**src/rtl/pic_boot_sequencer.sv**
```systemverilog
// pic_boot_sequencer
//   Boot controller for the risc16f84 core. Holds the core in reset, streams
//   {lo, hi} byte pairs from a byte-wide source into 14-bit program RAM,
//   checks an 8-bit additive checksum, then releases the core.
//
// Ports
//   clk         system clock, rising edge
//   reset       asynchronous active-high reset
//   start       single-cycle pulse; starts/restarts a load (IDLE, RUN, ERROR only)
//   src_data    source byte
//   src_valid   source byte valid
//   src_ready   sequencer accepts a byte this cycle
//   pram_we     program RAM write enable
//   pram_addr   program RAM write address
//   pram_wdata  program RAM write data
//   core_reset  active-high reset to the core
//   busy        load in progress (LOAD_LO..RELEASE)
//   done        load succeeded, core running
//   err         checksum failed, core held in reset
module pic_boot_sequencer #(
   parameter int ADDR_W        = 10,
   parameter int NUM_WORDS     = 1024,
   parameter int AUTO_BOOT     = 1,
   parameter int RELEASE_DELAY = 4
) (
   input  logic              clk,
   input  logic              reset,
   input  logic              start,
   input  logic [7:0]        src_data,
   input  logic              src_valid,
   output logic              src_ready,
   output logic              pram_we,
   output logic [ADDR_W-1:0] pram_addr,
   output logic [13:0]       pram_wdata,
   output logic              core_reset,
   output logic              busy,
   output logic              done,
   output logic              err
);

   localparam logic [ADDR_W-1:0] LAST_ADDR  = ADDR_W'(NUM_WORDS - 1);
   localparam logic [7:0]        DELAY_INIT = 8'(RELEASE_DELAY - 1);

   typedef enum logic [2:0] {
      S_IDLE,
      S_LOAD_LO,
      S_LOAD_HI,
      S_WRITE,
      S_CHECK,
      S_RELEASE,
      S_RUN,
      S_ERROR
   } state_t;

   state_t              state_q, state_d;
   logic [ADDR_W-1:0]   count_q, count_d;
   logic [7:0]          sum_q, sum_d;
   logic [7:0]          lo_q, lo_d;
   logic [7:0]          delay_q, delay_d;
   logic                src_ready_q, src_ready_d;
   logic                pram_we_q, pram_we_d;
   logic [ADDR_W-1:0]   pram_addr_q, pram_addr_d;
   logic [13:0]         pram_wdata_q, pram_wdata_d;
   logic                core_reset_q, core_reset_d;
   logic                busy_q, busy_d;
   logic                done_q, done_d;
   logic                err_q, err_d;
   logic                accept;

   // src_ready_q always reflects the current state, so it is the handshake term.
   assign accept = src_valid && src_ready_q;

   always_comb begin
      state_d      = state_q;
      count_d      = count_q;
      sum_d        = sum_q;
      lo_d         = lo_q;
      delay_d      = delay_q;
      pram_addr_d  = pram_addr_q;
      pram_wdata_d = pram_wdata_q;

      case (state_q)
         S_IDLE: begin
            if (start || (AUTO_BOOT != 0)) begin
               state_d = S_LOAD_LO;
               count_d = '0;
               sum_d   = '0;
            end
         end
         S_LOAD_LO: begin
            if (accept) begin
               lo_d    = src_data;
               sum_d   = sum_q + src_data;
               state_d = S_LOAD_HI;
            end
         end
         S_LOAD_HI: begin
            if (accept) begin
               sum_d        = sum_q + src_data;
               pram_addr_d  = count_q;
               pram_wdata_d = {src_data[5:0], lo_q};
               state_d      = S_WRITE;
            end
         end
         S_WRITE: begin
            if (count_q == LAST_ADDR) begin
               state_d = S_CHECK;
            end else begin
               count_d = count_q + ADDR_W'(1);
               state_d = S_LOAD_LO;
            end
         end
         S_CHECK: begin
            if (accept) begin
               sum_d = sum_q + src_data;
               if (sum_d == 8'h00) begin
                  state_d = S_RELEASE;
                  delay_d = DELAY_INIT;
               end else begin
                  state_d = S_ERROR;
               end
            end
         end
         S_RELEASE: begin
            // Loaded with DELAY-1 on entry so RUN is entered DELAY edges after the checksum.
            if (delay_q == 8'h00) state_d = S_RUN;
            else                  delay_d = delay_q - 8'h01;
         end
         S_RUN, S_ERROR: begin
            if (start) begin
               state_d = S_LOAD_LO;
               count_d = '0;
               sum_d   = '0;
            end
         end
         default: state_d = S_IDLE;
      endcase

      // Outputs are registered, so they are decoded from the next state.
      src_ready_d  = (state_d == S_LOAD_LO) || (state_d == S_LOAD_HI) || (state_d == S_CHECK);
      pram_we_d    = (state_d == S_WRITE);
      busy_d       = (state_d == S_LOAD_LO) || (state_d == S_LOAD_HI) || (state_d == S_WRITE) ||
                     (state_d == S_CHECK)   || (state_d == S_RELEASE);
      core_reset_d = (state_d != S_RUN);
      done_d       = (state_d == S_RUN);
      err_d        = (state_d == S_ERROR);
   end

   always_ff @(posedge clk or posedge reset) begin
      if (reset) begin
         state_q      <= S_IDLE;
         count_q      <= '0;
         sum_q        <= '0;
         lo_q         <= '0;
         delay_q      <= '0;
         src_ready_q  <= 1'b0;
         pram_we_q    <= 1'b0;
         pram_addr_q  <= '0;
         pram_wdata_q <= '0;
         core_reset_q <= 1'b1;
         busy_q       <= 1'b0;
         done_q       <= 1'b0;
         err_q        <= 1'b0;
      end else begin
         state_q      <= state_d;
         count_q      <= count_d;
         sum_q        <= sum_d;
         lo_q         <= lo_d;
         delay_q      <= delay_d;
         src_ready_q  <= src_ready_d;
         pram_we_q    <= pram_we_d;
         pram_addr_q  <= pram_addr_d;
         pram_wdata_q <= pram_wdata_d;
         core_reset_q <= core_reset_d;
         busy_q       <= busy_d;
         done_q       <= done_d;
         err_q        <= err_d;
      end
   end

   assign src_ready  = src_ready_q;
   assign pram_we    = pram_we_q;
   assign pram_addr  = pram_addr_q;
   assign pram_wdata = pram_wdata_q;
   assign core_reset = core_reset_q;
   assign busy       = busy_q;
   assign done       = done_q;
   assign err        = err_q;

endmodule

```
**config.mk**
```make
export PLATFORM = sky130hd
export DESIGN_NAME = pic_boot_sequencer
export DESIGN_NICKNAME = d
export VERILOG_FILES = /design/src/rtl/pic_boot_sequencer.sv
export SDC_FILE = /design/constraint.sdc
export NUM_CORES = 1
export LEC_CHECK = 0
export CORE_MARGIN = 2
export CORE_UTILIZATION = 58
export CTS_BUF_LIST = sky130_fd_sc_hd__clkbuf_8
export DETAILED_ROUTE_END_ITERATION = 8
export PLACE_DENSITY = 0.86
export SYNTH_ARGS = -nofsm -noshare
export SYNTH_HDL_FRONTEND = slang
export SYNTH_SLANG_ARGS = --single-unit
```
**constraint.sdc**
```tcl
create_clock -name clk -period 3.1 [get_ports clk]
set_input_delay 0.62 -clock clk [delete_from_list [all_inputs] [get_ports clk]]
set_output_delay 0.62 -clock clk [all_outputs]
set_load 0.02 [all_outputs]
```
# [Yosys cells after proc, flatten, opt, wreduce, memory -nomap -nowiden]
# Index checks and enable logic that the tools add are counted.
[totals] ff_bits=67 inputBits=12 output_inout_bits=30 wordCells=75
[classes] add_sub_neg=3 eq_ne=22 n_mux=18 n_reduce_logical=19
[ops] operator="8-bit two-way mux" count=5
[ops] operator="10-bit case mux with 3 select lines" count=1
[ops] operator="3-bit equality test (second input constant)" count=8
[ops] operator="8-bit case mux with 3 select lines" count=1
[ops] operator="3-bit case mux with 7 select lines" count=1
[ops] operator="10-bit two-way mux" count=2
[ops] operator="3-bit two-way mux" count=6
[ops] operator="8-bit logical NOT" count=2
[ops] operator="8-bit case mux with 2 select lines" count=1
[ops] operator="3-bit by 2-bit equality test with 1-bit output (second input constant)" count=4
[ops] operator="10-bit by 1-bit adder with 10-bit output (second input constant)" count=1
[ops] operator="10-bit equality test (second input constant)" count=1
[ops] operator="2-bit inequality test (second input constant)" count=5
[ops] operator="8-bit adder" count=1
[ops] operator="8-bit by 1-bit subtractor with 8-bit output (second input constant)" count=1
[ops] operator="3-bit by 1-bit equality test with 1-bit output (second input constant)" count=2
[ops] operator="3-bit AND reduction" count=2
[ops] operator="3-bit nonzero test" count=2
[ops] operator="1-bit logical OR" count=5
[ops] operator="2-bit AND reduction" count=2
[ops] operator="4-bit AND reduction" count=1
[ops] operator="3-bit logical NOT" count=1
[ops] operator="3-bit inequality test (second input constant)" count=1
[ops] operator="3-bit OR reduction" count=1
[ops] operator="5 further kinds" count=5

# [Depth between registers and ports, before layout]
[depth] ltp_word=10 depth_mapped=8

# [Worst setup path after synthesis]
# Ideal clock, no wire load.
[synth_timing] kind="in2reg" startpoint="input port src_data[0]" endpoint="register delay_q[2]" arrival_time_ns=2.378 setup_slack_ns=0.575 path_stages=7 path_buffers=1 cell_sequence="ha_1 -> fa_1 -> xor2_1 -> or4_1 -> nor4b_4 -> buf_6 -> a41oi_1"
[synth_between] elab_chain_cells=4
[synth_rtl] item="start: declaration" line_no="29" source="input logic [7:0] src_data,"
[synth_rtl] item="8-bit adder" line_no="115" source="sum_d = sum_q + src_data;"
[synth_rtl] item="8-bit logical NOT" line_no="116" source="if (sum_d == 8'h00) begin"
[synth_rtl] item="2-bit inequality test (no source line)"
[synth_rtl] item="4-bit AND reduction (no source line)"
[synth_rtl] item="end signal: assignment" line_no="169" source="delay_q <= delay_d;"
[synth_rtl] item="end: declaration" line_no="59" source="logic [7:0] delay_q, delay_d;"
# Every way passes these cells.
# A chain may end at the register's enable or synchronous reset.

# [Final worst setup path]
[layout_timing] startpoint="input port src_data[0]" endpoint="register delay_q[4]"
# Same word-level chain as after synthesis.

==> results.sh <==
export IMPL_path_buf_inv=2
export IMPL_postCtsHoldBufs=0
export IMPL_maxSlewViolCount=0
export IMPL_clk_pin_slew_ns=0.07
export IMPL_layout_drive_gt1_share_pct=21.7
export IMPL_netlist_top_cells_area="dfrtp_1, mux2_2, xnor2_1, ha_1, nor2_1"
export IMPL_crit_arrival_ns=3.04
export IMPL_io_pins=42
export IMPL_cp_end_kind="flip-flop"
export IMPL_fin_nets=360
export IMPL_whs_ns=0.485
export IMPL_synth_top_area_share_pct=47.8
export IMPL_hpwl_mm=4.95
export IMPL_cp_start_kind="primary input"
export IMPL_crit_chain="clkdlybuf4s50_1 > ha_1 > fa_1 > xor2_1 > or4_1 > nor4b_4 > buf_4 > a41oi_1"
export IMPL_maxCapViolations=0
export IMPL_die_h_um=81.2
export IMPL_synth_nets=311
export IMPL_power_leakage_nw=1.73
export IMPL_tightestPinTransition_ns=0.973
export IMPL_rows=28
export IMPL_cts_setup_buffers=0
export IMPL_place_congestion=0.793
export IMPL_skew_ns=0.00823
export IMPL_fin_crit_sh_pct=91.9
export IMPL_antenna_found_initial=0
export IMPL_place_area_sq_um=3960
export IMPL_peakVddDrop_mv=0.570
export IMPL_grt_pass1_wl_mm=11.9
export IMPL_cp_num_cells=8
export IMPL_yosysTopAreaCell="dfrtp_1"
export IMPL_drc_errors=0
export IMPL_max_clock_freq_mhz=351
export IMPL_clk_latency_ns=0.34
export IMPL_whs_path_depth=2
export IMPL_slew_headroom_pct=34.6
export IMPL_ant_nets=0
export IMPL_cp_max_fo=11
export IMPL_dr_total_vias=2461
export IMPL_cts_tree="built"
export IMPL_required_ns=3.30
export IMPL_rr_worst_depth=7
export IMPL_cp_top_family="adder cells"
export IMPL_synth_seq_cells=67
export IMPL_dr_wl_met2_mm=3.48
export IMPL_worstSetupPathType="primary input to flip-flop"
export IMPL_ctsHtreeMaxLevel=3
export IMPL_wl_per_cell_um=16.7
export IMPL_fin_area_sq_um=4130
export IMPL_viasPerCell=5.92
export IMPL_dieArea_sq_um=6590
export IMPL_maxUsedRoutingLayer="met4"
export IMPL_cts_inserted_buffers=9
export IMPL_track_usage_pct=24.2
export IMPL_grt_pass1_vias=2513
export IMPL_fill_cells=413
export IMPL_area_growth_pct=19.5
export IMPL_n_antenna_cell=0
export IMPL_finalPower_mw=3.36
export IMPL_rsz0062_at_grt="no"
export IMPL_start_util_pct=59.0
export IMPL_first_iter_violations=170
export IMPL_status="finished clean"
export IMPL_die_w_um=81.2
export IMPL_drtPass1Iterations=4
export IMPL_synth_most_common_cell="dfrtp_1"
export IMPL_slowest_delay_ns=0.47
export IMPL_wl_met1_mm=3.14
export IMPL_design_core_area_sq_um=5850
export IMPL_final_core_util_pct=70.5
export IMPL_avgSynthCellArea_sq_um=11.9
export IMPL_grt_max_degree=36
export IMPL_instances_no_fill=416
export IMPL_io_buffers=41
export IMPL_ys_types=64
export IMPL_synth_edf_count=0
export IMPL_wl_mm=6.96
export IMPL_fin_crit_ns=2.85
export IMPL_cts_sinks=67
export IMPL_power_density_nw_per_um2=815
export IMPL_setup_ws_ns=0.252
export IMPL_totalNegativeSetupSlack_ns=0
export IMPL_synthCells=289
export IMPL_synth_warnings=0
export IMPL_placedCellCount=402
export IMPL_wl_met3_um=266
export IMPL_async_flop_share_pct=100
export IMPL_cts_buffer_depth=2
export IMPL_ys_top_cells_by_count="dfrtp_1, mux2_2, nor2_1"
export IMPL_min_path_type="flip-flop to flip-flop"
export IMPL_setup_viol=0
export IMPL_synth_flop_cell="dfrtp_1"
export IMPL_grt_overflow=0
export IMPL_cts_resized=0
export IMPL_pre_cts_ws_ns=-0.0407
export IMPL_yosysSeqAreaShare_pct=48.6
export IMPL_crit_slowest_cell="clkdlybuf4s50_1"
export IMPL_netlist_area_sq_um=3450
export IMPL_cts_root_buf="clkbuf_8"
export IMPL_final_hold_viol_count=0
state kept, by name, summed over array words and instances, names as in the netlist:
signal / cells
core_reset: 1
src_ready: 1
count_q: 10
done: 1
busy: 1
err: 1
lo_q: 8
pram_wdata: 14
delay_q: 8
sum_q: 8
state_q: 3
pram_addr: 10
pram_we: 1
worst paths after layout:
| path | start | end | slack [ns] |
|---|---|---|---|
| hold / removal | pram_addr[3] | pram_addr[3] | 0.48 |
| max in group asynchronous | reset | core_reset | 1.70 |
| min in group asynchronous | reset | lo_q[2] | 0.71 |
| setup / recovery | src_data[0] | delay_q[4] | 0.25 |
| hold reg to reg | pram_addr[3] | pram_addr[3] | 0.48 |
| setup reg to reg | sum_q[0] | delay_q[4] | 0.65 |
layer usage:
layer / vias to the layer above / GRT usage, %
met5: - / 0
met4: 0 / 9.32
met3: 8 / 6.67
met1: 1231 / 31.2
met2: 59 / 38.9
li1: 1163 / -
tightest hold or removal path: stages (launching register included):
cell	delay, ns
dfrtp_1	0.34
nand2_1	0.05
o21ai_0	0.06
logic make-up (layout without fill, tap and decap cells):
group	after synthesis	count (layout)	share of synthesized area [%]
compound gates	56	56	14.2
simple gates	84	84	15.0
buf+inv	20	72	2.86
xor+xnor	18	18	4.57
flops	67	67	48.6
mux	32	32	10.4
fa+ha+maj	12	12	4.46
where the power goes:
part | total [mW] | leakage [nW] | switching, mW | internal [mW]
clock network | 0.641 | 0.0885 | 0.320 | 0.321
logic | 1.43 | 0.811 | 0.737 | 0.691
registers | 1.30 | 0.834 | 0.187 | 1.11
area by class of cell:
| cell class | instances | area (sq um) | share of cell area, % |
|---|---|---|---|
| clock buffer | 11 | 151 | 3.67 |
| tap | 75 | 93.8 | 2.27 |
| clock inverter | 3 | 16.3 | 0.394 |
| timing repair buffer | 47 | 468 | 11.3 |
| sequential | 67 | 1680 | 40.7 |
| multi-input combinational | 202 | 1680 | 40.6 |
| inverter | 11 | 41.3 | 1.00 |
cells in the final DEF (no fill, tap or decap), types with 2 or more instances in the layout:
cell	n
clkbuf_8	11
and3b_1	2
ha_1	9
a21oi_1	9
nand2_1	12
nor3_1	8
o211a_1	3
nor2_1	23
a22o_1	9
xor2_1	4
o21ai_0	6
nand3_1	9
nand2b_1	3
xnor2_1	14
o21ba_2	2
nand4_1	3
o311ai_2	2
a211oi_1	3
a31oi_1	2
nand3b_1	3
a211oi_2	3
buf_4	5
mux2_2	31
nor3b_1	2
nor2b_1	2
dfrtp_1	66
a41oi_1	4
inv_1	11
clkdlybuf4s50_1	41
or4_1	2
Note: power is estimated with default switching activity, not from simulation.
